**src/rtl/alu_share_arbiter_pkg.sv**
```systemverilog
// Shared constants for the two-port ALU sharing arbiter: ALU control codes,
// FSM state encodings and the default datapath width.
package alu_share_arbiter_pkg;

    localparam int WIDTH_DEF = 32;

    localparam logic [3:0] ALU_AND = 4'd0;
    localparam logic [3:0] ALU_OR  = 4'd1;
    localparam logic [3:0] ALU_ADD = 4'd2;
    localparam logic [3:0] ALU_SUB = 4'd6;
    localparam logic [3:0] ALU_SLT = 4'd7;
    localparam logic [3:0] ALU_NOR = 4'd12;

    localparam logic [1:0] ST_IDLE = 2'd0;
    localparam logic [1:0] ST_EXEC = 2'd1;
    localparam logic [1:0] ST_RESP = 2'd2;

endpackage

```
**src/rtl/alu_share_arbiter_rr_arb2.sv**
```systemverilog
// Two-input round-robin grant: on contention the pointer picks the winner,
// otherwise the lone requester wins.
module alu_share_arbiter_rr_arb2 (
    input  logic [1:0] i_req,
    input  logic       i_prio,
    output logic       o_vld,
    output logic       o_grant
);

    assign o_vld   = |i_req;
    assign o_grant = (&i_req) ? i_prio : i_req[1];

endmodule

```
**src/rtl/alu_share_arbiter.sv**
```systemverilog
// Time-shares one combinational ALU between two requesters: round-robin accept,
// hold operands on the ALU for ALU_LAT cycles, then return result/zero to the owner.
module alu_share_arbiter
    import alu_share_arbiter_pkg::*;
#(
    parameter int WIDTH   = WIDTH_DEF,
    parameter int ALU_LAT = 1
) (
    input  logic             clk,
    input  logic             rst_n,
    input  logic             req_valid_0,
    output logic             req_ready_0,
    input  logic [3:0]       req_ctl_0,
    input  logic [WIDTH-1:0] req_a_0,
    input  logic [WIDTH-1:0] req_b_0,
    input  logic             req_valid_1,
    output logic             req_ready_1,
    input  logic [3:0]       req_ctl_1,
    input  logic [WIDTH-1:0] req_a_1,
    input  logic [WIDTH-1:0] req_b_1,
    output logic             rsp_valid_0,
    input  logic             rsp_ready_0,
    output logic [WIDTH-1:0] rsp_result_0,
    output logic             rsp_zero_0,
    output logic             rsp_valid_1,
    input  logic             rsp_ready_1,
    output logic [WIDTH-1:0] rsp_result_1,
    output logic             rsp_zero_1,
    output logic [3:0]       alu_ctl,
    output logic [WIDTH-1:0] alu_a,
    output logic [WIDTH-1:0] alu_b,
    input  logic [WIDTH-1:0] alu_out
);

    localparam int CW = (ALU_LAT > 1) ? $clog2(ALU_LAT) : 1;

    logic [1:0]       r_state;
    logic             r_prio;
    logic             r_owner;
    logic [3:0]       r_ctl;
    logic [WIDTH-1:0] r_a;
    logic [WIDTH-1:0] r_b;
    logic [WIDTH-1:0] r_result;
    logic             r_zero;
    logic [CW-1:0]    r_cnt;

    logic w_gvld;
    logic w_grant;
    logic w_accept;
    logic w_rsp_take;

    alu_share_arbiter_rr_arb2 u_arb (
        .i_req   ({req_valid_1, req_valid_0}),
        .i_prio  (r_prio),
        .o_vld   (w_gvld),
        .o_grant (w_grant)
    );

    // rst_n gates ready so nothing looks accepted while reset is asserted
    assign w_accept    = rst_n && (r_state == ST_IDLE) && w_gvld;
    assign req_ready_0 = w_accept && !w_grant;
    assign req_ready_1 = w_accept &&  w_grant;
    assign w_rsp_take  = r_owner ? rsp_ready_1 : rsp_ready_0;

    always_ff @(posedge clk or negedge rst_n) begin
        if (!rst_n) begin
            r_state  <= ST_IDLE;
            r_prio   <= 1'b0;
            r_owner  <= 1'b0;
            r_ctl    <= '0;
            r_a      <= '0;
            r_b      <= '0;
            r_result <= '0;
            r_zero   <= 1'b0;
            r_cnt    <= '0;
        end else begin
            case (r_state)
                ST_IDLE: if (w_accept) begin
                    r_ctl   <= w_grant ? req_ctl_1 : req_ctl_0;
                    r_a     <= w_grant ? req_a_1   : req_a_0;
                    r_b     <= w_grant ? req_b_1   : req_b_0;
                    r_owner <= w_grant;
                    r_prio  <= !w_grant;
                    r_cnt   <= CW'(ALU_LAT - 1);
                    r_state <= ST_EXEC;
                end
                ST_EXEC: if (r_cnt == '0) begin
                    r_result <= alu_out;
                    r_zero   <= (alu_out == '0);
                    r_state  <= ST_RESP;
                end else begin
                    r_cnt <= r_cnt - CW'(1);
                end
                ST_RESP: if (w_rsp_take) r_state <= ST_IDLE;
                default: r_state <= ST_IDLE;
            endcase
        end
    end

    assign rsp_valid_0  = (r_state == ST_RESP) && !r_owner;
    assign rsp_valid_1  = (r_state == ST_RESP) &&  r_owner;
    assign rsp_result_0 = r_result;
    assign rsp_result_1 = r_result;
    assign rsp_zero_0   = r_zero;
    assign rsp_zero_1   = r_zero;

    // ALU inputs only change on accept, so they stay quiet outside EXEC
    assign alu_ctl = r_ctl;
    assign alu_a   = r_a;
    assign alu_b   = r_b;

endmodule

```
**config.mk**
```make
export PLATFORM = sky130hd
export DESIGN_NAME = alu_share_arbiter
export DESIGN_NICKNAME = d
export VERILOG_FILES = /design/src/rtl/alu_share_arbiter_pkg.sv /design/src/rtl/alu_share_arbiter_rr_arb2.sv /design/src/rtl/alu_share_arbiter.sv
export SDC_FILE = /design/constraint.sdc
export NUM_CORES = 1
export LEC_CHECK = 0
export ABC_AREA = 1
export CELL_PAD_IN_SITES_DETAIL_PLACEMENT = 1
export CELL_PAD_IN_SITES_GLOBAL_PLACEMENT = 1
export CORE_MARGIN = 3
export CORE_UTILIZATION = 22
export DETAILED_ROUTE_END_ITERATION = 12
export GPL_ROUTABILITY_DRIVEN = 0
export GPL_TIMING_DRIVEN = 0
export PLACE_DENSITY = 0.85
export RECOVER_POWER = 25
export SLEW_MARGIN = 25
export SYNTH_ARGS = -nofsm -noshare
export SYNTH_HDL_FRONTEND = slang
export SYNTH_SLANG_ARGS = --single-unit
```
**constraint.sdc**
```tcl
create_clock -name clk -period 1.25 [get_ports clk]
set_input_delay 0.125 -clock clk [delete_from_list [all_inputs] [get_ports clk]]
set_output_delay 0.125 -clock clk [all_outputs]
set_load 0.01 [all_outputs]
```
# After elaboration in Yosys (flattened, before gate mapping)
# Cells that the tools add are included.
# Widths: inputs -> output; s select.
# classes
muxes	12
n_bitwise	1
n_eq_ne	5
reduce_logical	17
addsub	1
# op_table
op	n
$mux 32	2
$logic_not 32->1	1
$reduce_and 2->1	4
$logic_and 1x1->1	6
$mux 2	3
$ne 2x2->1 const B	3
$pmux 2 s3	1
$mux 1	4
$mux 4	1
$reduce_and 3->1	1
$eq 2x1->1 const B	1
$eq 2x2->1 const B	1
$logic_not 1->1	2
$logic_not 2->1	1
$pmux 1 s2	1
$reduce_bool 2->1	1
$reduce_or 2->1	1
$not 1->1	1
$sub 1x1->1 const B	1
# totals
regBits	106
wordCells	45
inputBits	174
out_inout_bits	138

# Longest topological paths before layout
# depth
ltp_word	5
ltp_mapped	9
ltp_nobuf	7

# Cells and area by module
# Synthesis repeated with hierarchy kept, for this count alone.
# hier_totals
cells_unflattened	556
hier_area_um2	4700.8
# by_module_without_submodules
mod	cells_per_inst	n_inst	seq_area_each_um2	area_per_inst_um2
alu_share_arbiter	551	1	2627.5	4678.2
alu_share_arbiter_rr_arb2	5	1	0.0	22.5

# Least setup slack after synthesis
# OpenSTA, ideal clock, no wires.
# synth_path
kind	register to register
start	register r_state[1]
end	register r_b[10] (netlist: alu_b[10])
slack_ns	-0.013
required_ns	1.126
path_stages_with_launch	9
setup_ns	0.124
t_arrival_ns	1.139
n_path_buf	2
period_less_slack_ns	1.263
path_cell_list	dfrtp_1 inv_2 nand3_2 nor2_4 inv_2 buf_2 buf_6 nand2_1 nand3_1
# synth_between
elab_chain_cells	4
# synth_rtl
element	line_no	source
from (decl)	alu_share_arbiter.sv:37	logic [1:0] r_state;
from (signal assigned)	alu_share_arbiter.sv:67	r_state <= ST_IDLE;
from (signal assigned)	alu_share_arbiter.sv:85	r_state <= ST_EXEC;
from (signal assigned)	alu_share_arbiter.sv:90	r_state <= ST_RESP;
$logic_not 2->1 (*)	alu_share_arbiter.sv:60, alu_share_arbiter.sv:77	
$logic_and 1x1->1 (2 in a row)	alu_share_arbiter.sv:60	assign w_accept = rst_n && (r_state == ST_IDLE) && w_gvld;
$reduce_and 2->1 (no source line) (*)	n/a	
to (signal assigned)	alu_share_arbiter.sv:81	r_b <= w_grant ? req_b_1 : req_b_0;
to (decl)	alu_share_arbiter.sv:42	logic [WIDTH-1:0] r_b;
# Every way passes the cells marked *; elsewhere a longest branch is shown, timed or not.
# A chain may end at the register's enable or synchronous reset.

# Worst setup path after layout
# layout_path
start	register r_state[1]
end	output req_ready_1
# layout_between
elab_chain_cells	4
# layout_rtl
element	line_no	source
$logic_not 2->1	alu_share_arbiter.sv:60	
$logic_and 1x1->1 (2 in a row)	alu_share_arbiter.sv:60	
$logic_and 1x1->1	alu_share_arbiter.sv:62	assign req_ready_1 = w_accept && w_grant;
to (decl)	alu_share_arbiter.sv:17	output logic req_ready_1,
# No other way between the ends.

==> results.toml <==
[detailed_routing]
vias_per_cell = 4.36
dr_total_vias = 5276
drc = 0
wire_per_inst_um = 18.5
routed_wl_mm = 22.4
antenna_left = 0
firstDrtPassIters = 4
drt_iter0_drc = 135

[worst_setup_path]
end_kind = "output pin"
slowest_stage = "dfrtp_1"
slowest_delay_ns = 0.40
crit_buf_inv = 4
worstPathArrival_ns = 1.39
crit_required_ns = 1.12
cpMostUsedCell = "buf_6"
cp_top_family = "buffers and inverters"
path_cells = "inv_2 > nand3_4 > buf_4 > nor2_4 > buf_6 > buf_6"
crit_type = "flop to output pin"
cp-start-kind = "flop"
path_max_fanout = 2

[timing]
finalCritPeriodShare_pct = 121
worst_slack_ns = -0.264
whs_ns = -0.345
final_hold_viol_count = 67
slew_violations = 0
setup_viol = 97
tns_ns = -15.47
layout_min_cycle_time_ns = 1.51
relSlewSlack_pct = 73.8
clock-skew-final_ns = 0.0102
rsz0062_at_grt = "yes"
fmax_mhz = 660
worstMarginPinSlew_ns = 0.393

[layout]
drive_above_1_share_pct = 25.3
area_delta_synth_final_pct = 101
design_area_um2 = 9480
stdcell_count = 1211
fill_cells = 2437
antenna_cells = 0
finalNetCount = 1105

[global_route]
grt_use_total_pct = 17.5
grt_pass1_wl_mm = 32.1
grt_pass1_vias = 5726
grt_max_degree = 46
antenna_found_initial = 0
gr-total-overflow = 0

[logic_synthesis]
syn_nets = 728
synth_area_um2 = 4730
syn-instance-count = 554
ys_warn_count = 0
ys_ff_latch = 105
syn_area_per_cell_um2 = 8.54
synth_cell_type_count = 20
seq_area_frac_synth_pct = 55.6

[clock_network]
clk_pin_slew_worst_paths_ns = 0.08
numCtsBuffers = 9
cts_tree = "yes"
clock_path_buffers = 2
cts_max_level = 3
cts_root_buf = "clkbuf_16"
clk_latency_ns = 0.35
tritoncts_num_sinks = 105

[pwr]
power_density_nw_per_um2 = 2090
vdd_drop_max_mv = 0.708
leakage_nw = 4.65

[status]
status = "complete, but fails checks"
violations = "negative hold slack, negative setup slack"

[die]
core_area_um2 = 21100
die_w_um = 153
ios = 312
dieHeight_um = 153
start_util_pct = 22.4
dieArea_um2 = 23300
rows = 53

[place]
post_dp_cell_area_um2 = 8230
port_buffers = 311
hpwlAfterDp_mm = 15.4
post-place-cells = 1141
pre_cts_slack_ns = -1.25

[min_path]
hp-class = "input port to async pin"

[run]
maxCapViolCount = 0
-- worst reg2reg max path: stages (launching register included) --
cell and delay (ns):
dfrtp_1 0.40, inv_2 0.08, nand3_4 0.08, nor2_4 0.16, buf_6 0.15, clkinv_8 0.09, buf_12 0.15, clkbuf_16 0.16
nand2_1 0.06, nand3_1 0.07
-- Yosys cell counts --
| library cell | n | area [um2] |
|---|---|---|
| a21oi_1 | 1 | 5.00 |
| buf_2 | 15 | 75.1 |
| buf_4 | 33 | 248 |
| buf_6 | 4 | 45.0 |
| clkbuf_1 | 7 | 26.3 |
| dfrtp_1 | 105 | 2630 |
| inv_1 | 21 | 78.8 |
| inv_2 | 4 | 15.0 |
| mux2_2 | 13 | 146 |
| nand2_1 | 236 | 886 |
| nand2_2 | 1 | 6.26 |
| nand3_1 | 71 | 355 |
| nand3_2 | 1 | 10.0 |
| nand4_1 | 2 | 12.5 |
| nor2_1 | 17 | 63.8 |
| nor2_2 | 1 | 6.26 |
| nor2_4 | 1 | 11.3 |
| o21ai_0 | 19 | 95.1 |
| o21bai_1 | 1 | 7.51 |
| o311ai_0 | 1 | 8.76 |
-- routing by layer --
metal,GRT usage (%),up-vias,routed length [um]
met4,5.64,0,527
met2,32.8,222,12000
met5,0,-,0
met3,4.94,31,1480
li1,-,2463,-
met1,18.8,2560,8310
-- metrics by stage --
step	power [mW]	util [%]	hold WS, ns
final	19.9	45.0	-0.345
after global routing	21.1	45.0	-0.336
after CTS	19.0	42.7	-0.343
after detailed placement	16.0	39.0	0.0799
after global placement	15.6	38.9	0.478
after floorplan	9.93	-	-0.171
-- power by group --
group / switching [mW] / internal (mW)
sequential: 1.16 / 5.03
clock: 1.40 / 1.44
combinational: 4.86 / 5.95
-- cells in the final DEF, fill, tap and decap left out, types with 2 or more instances in the layout --
cell	instances
buf_12	5
clkinv_4	2
buf_16	2
nor2_1	14
clkbuf_2	9
buf_8	11
buf_4	59
inv_1	21
mux2_2	12
dlygate4sd2_1	98
inv_2	2
nand4_1	2
clkbuf_8	2
inv_6	2
nand3_2	18
clkdlybuf4s15_1	3
nand3_1	53
nand2_4	10
nand2_1	212
clkbuf_4	2
clkdlybuf4s50_1	172
buf_6	50
o21ai_1	7
clkbuf_16	15
nand2_2	14
nor2_4	4
buf_2	5
dfrtp_1	105
o21ai_2	3
o21ai_0	8
-- layout make-up --
type	count	area, um2	share of cell area [%]
Sequential cell	105	2630	27.7
Inverter	25	111	1.17
Timing Repair Buffer	373	3680	38.9
Tap cell	275	344	3.63
Buffer	52	544	5.74
Clock inverter	5	45.0	0.475
Multi-Input combinational cell	365	1880	19.9
Clock buffer	11	243	2.56
-- kinds of logic (layout without fill, tap and decap cells) --
| group | Yosys count | in the layout | share of synthesized area, % |
|---|---|---|---|
| compound gates | 22 | 22 | 2.46 |
| buf+inv | 84 | 466 | 10.3 |
| mux | 13 | 13 | 3.10 |
| flops | 105 | 105 | 55.6 |
| simple gates | 330 | 330 | 28.6 |
-- path summary, 6_finish.rpt --
| check | slack [ns] | from | end | cells past startpoint |
|---|---|---|---|---|
| setup / recovery | -0.26 | r_state[1]$_DFFE_PN0P_ | req_ready_1 | 6 |
| hold / removal | -0.35 | rst_n | rsp_result_0[15]$_DFFE_PN0N_ | 1 |
| setup reg to reg | -0.25 | r_state[1]$_DFFE_PN0P_ | alu_b[13]$_DFFE_PN0P_ | 9 |
| hold reg to reg | 0.49 | alu_a[2]$_DFFE_PN0P_ | alu_a[2]$_DFFE_PN0P_ | 2 |
| max in group asynchronous | 0.94 | rst_n | alu_b[24]$_DFFE_PN0P_ | 2 |
| min in group clk | 0.32 | req_b_0[25] | alu_b[25]$_DFFE_PN0P_ | 3 |
-- sequential cells by signal (all words and copies together), names as in the netlist --
| signal | flops |
|---|---|
| r_owner | 1 |
| r_prio | 1 |
| alu_b | 32 |
| alu_a | 32 |
| rsp_result_0 | 32 |
| rsp_zero_0 | 1 |
| alu_ctl | 4 |
| r_state | 2 |
-- timing repair --
action	CTS	global route
gates cloned	2	6
resized for setup	330	119
buffers inserted	47	17
pin swaps	4	18
endpoints found under the hold margin	43	43
endpoints found under the setup margin	239	127
Note: power is estimated with default switching activity, not from simulation.
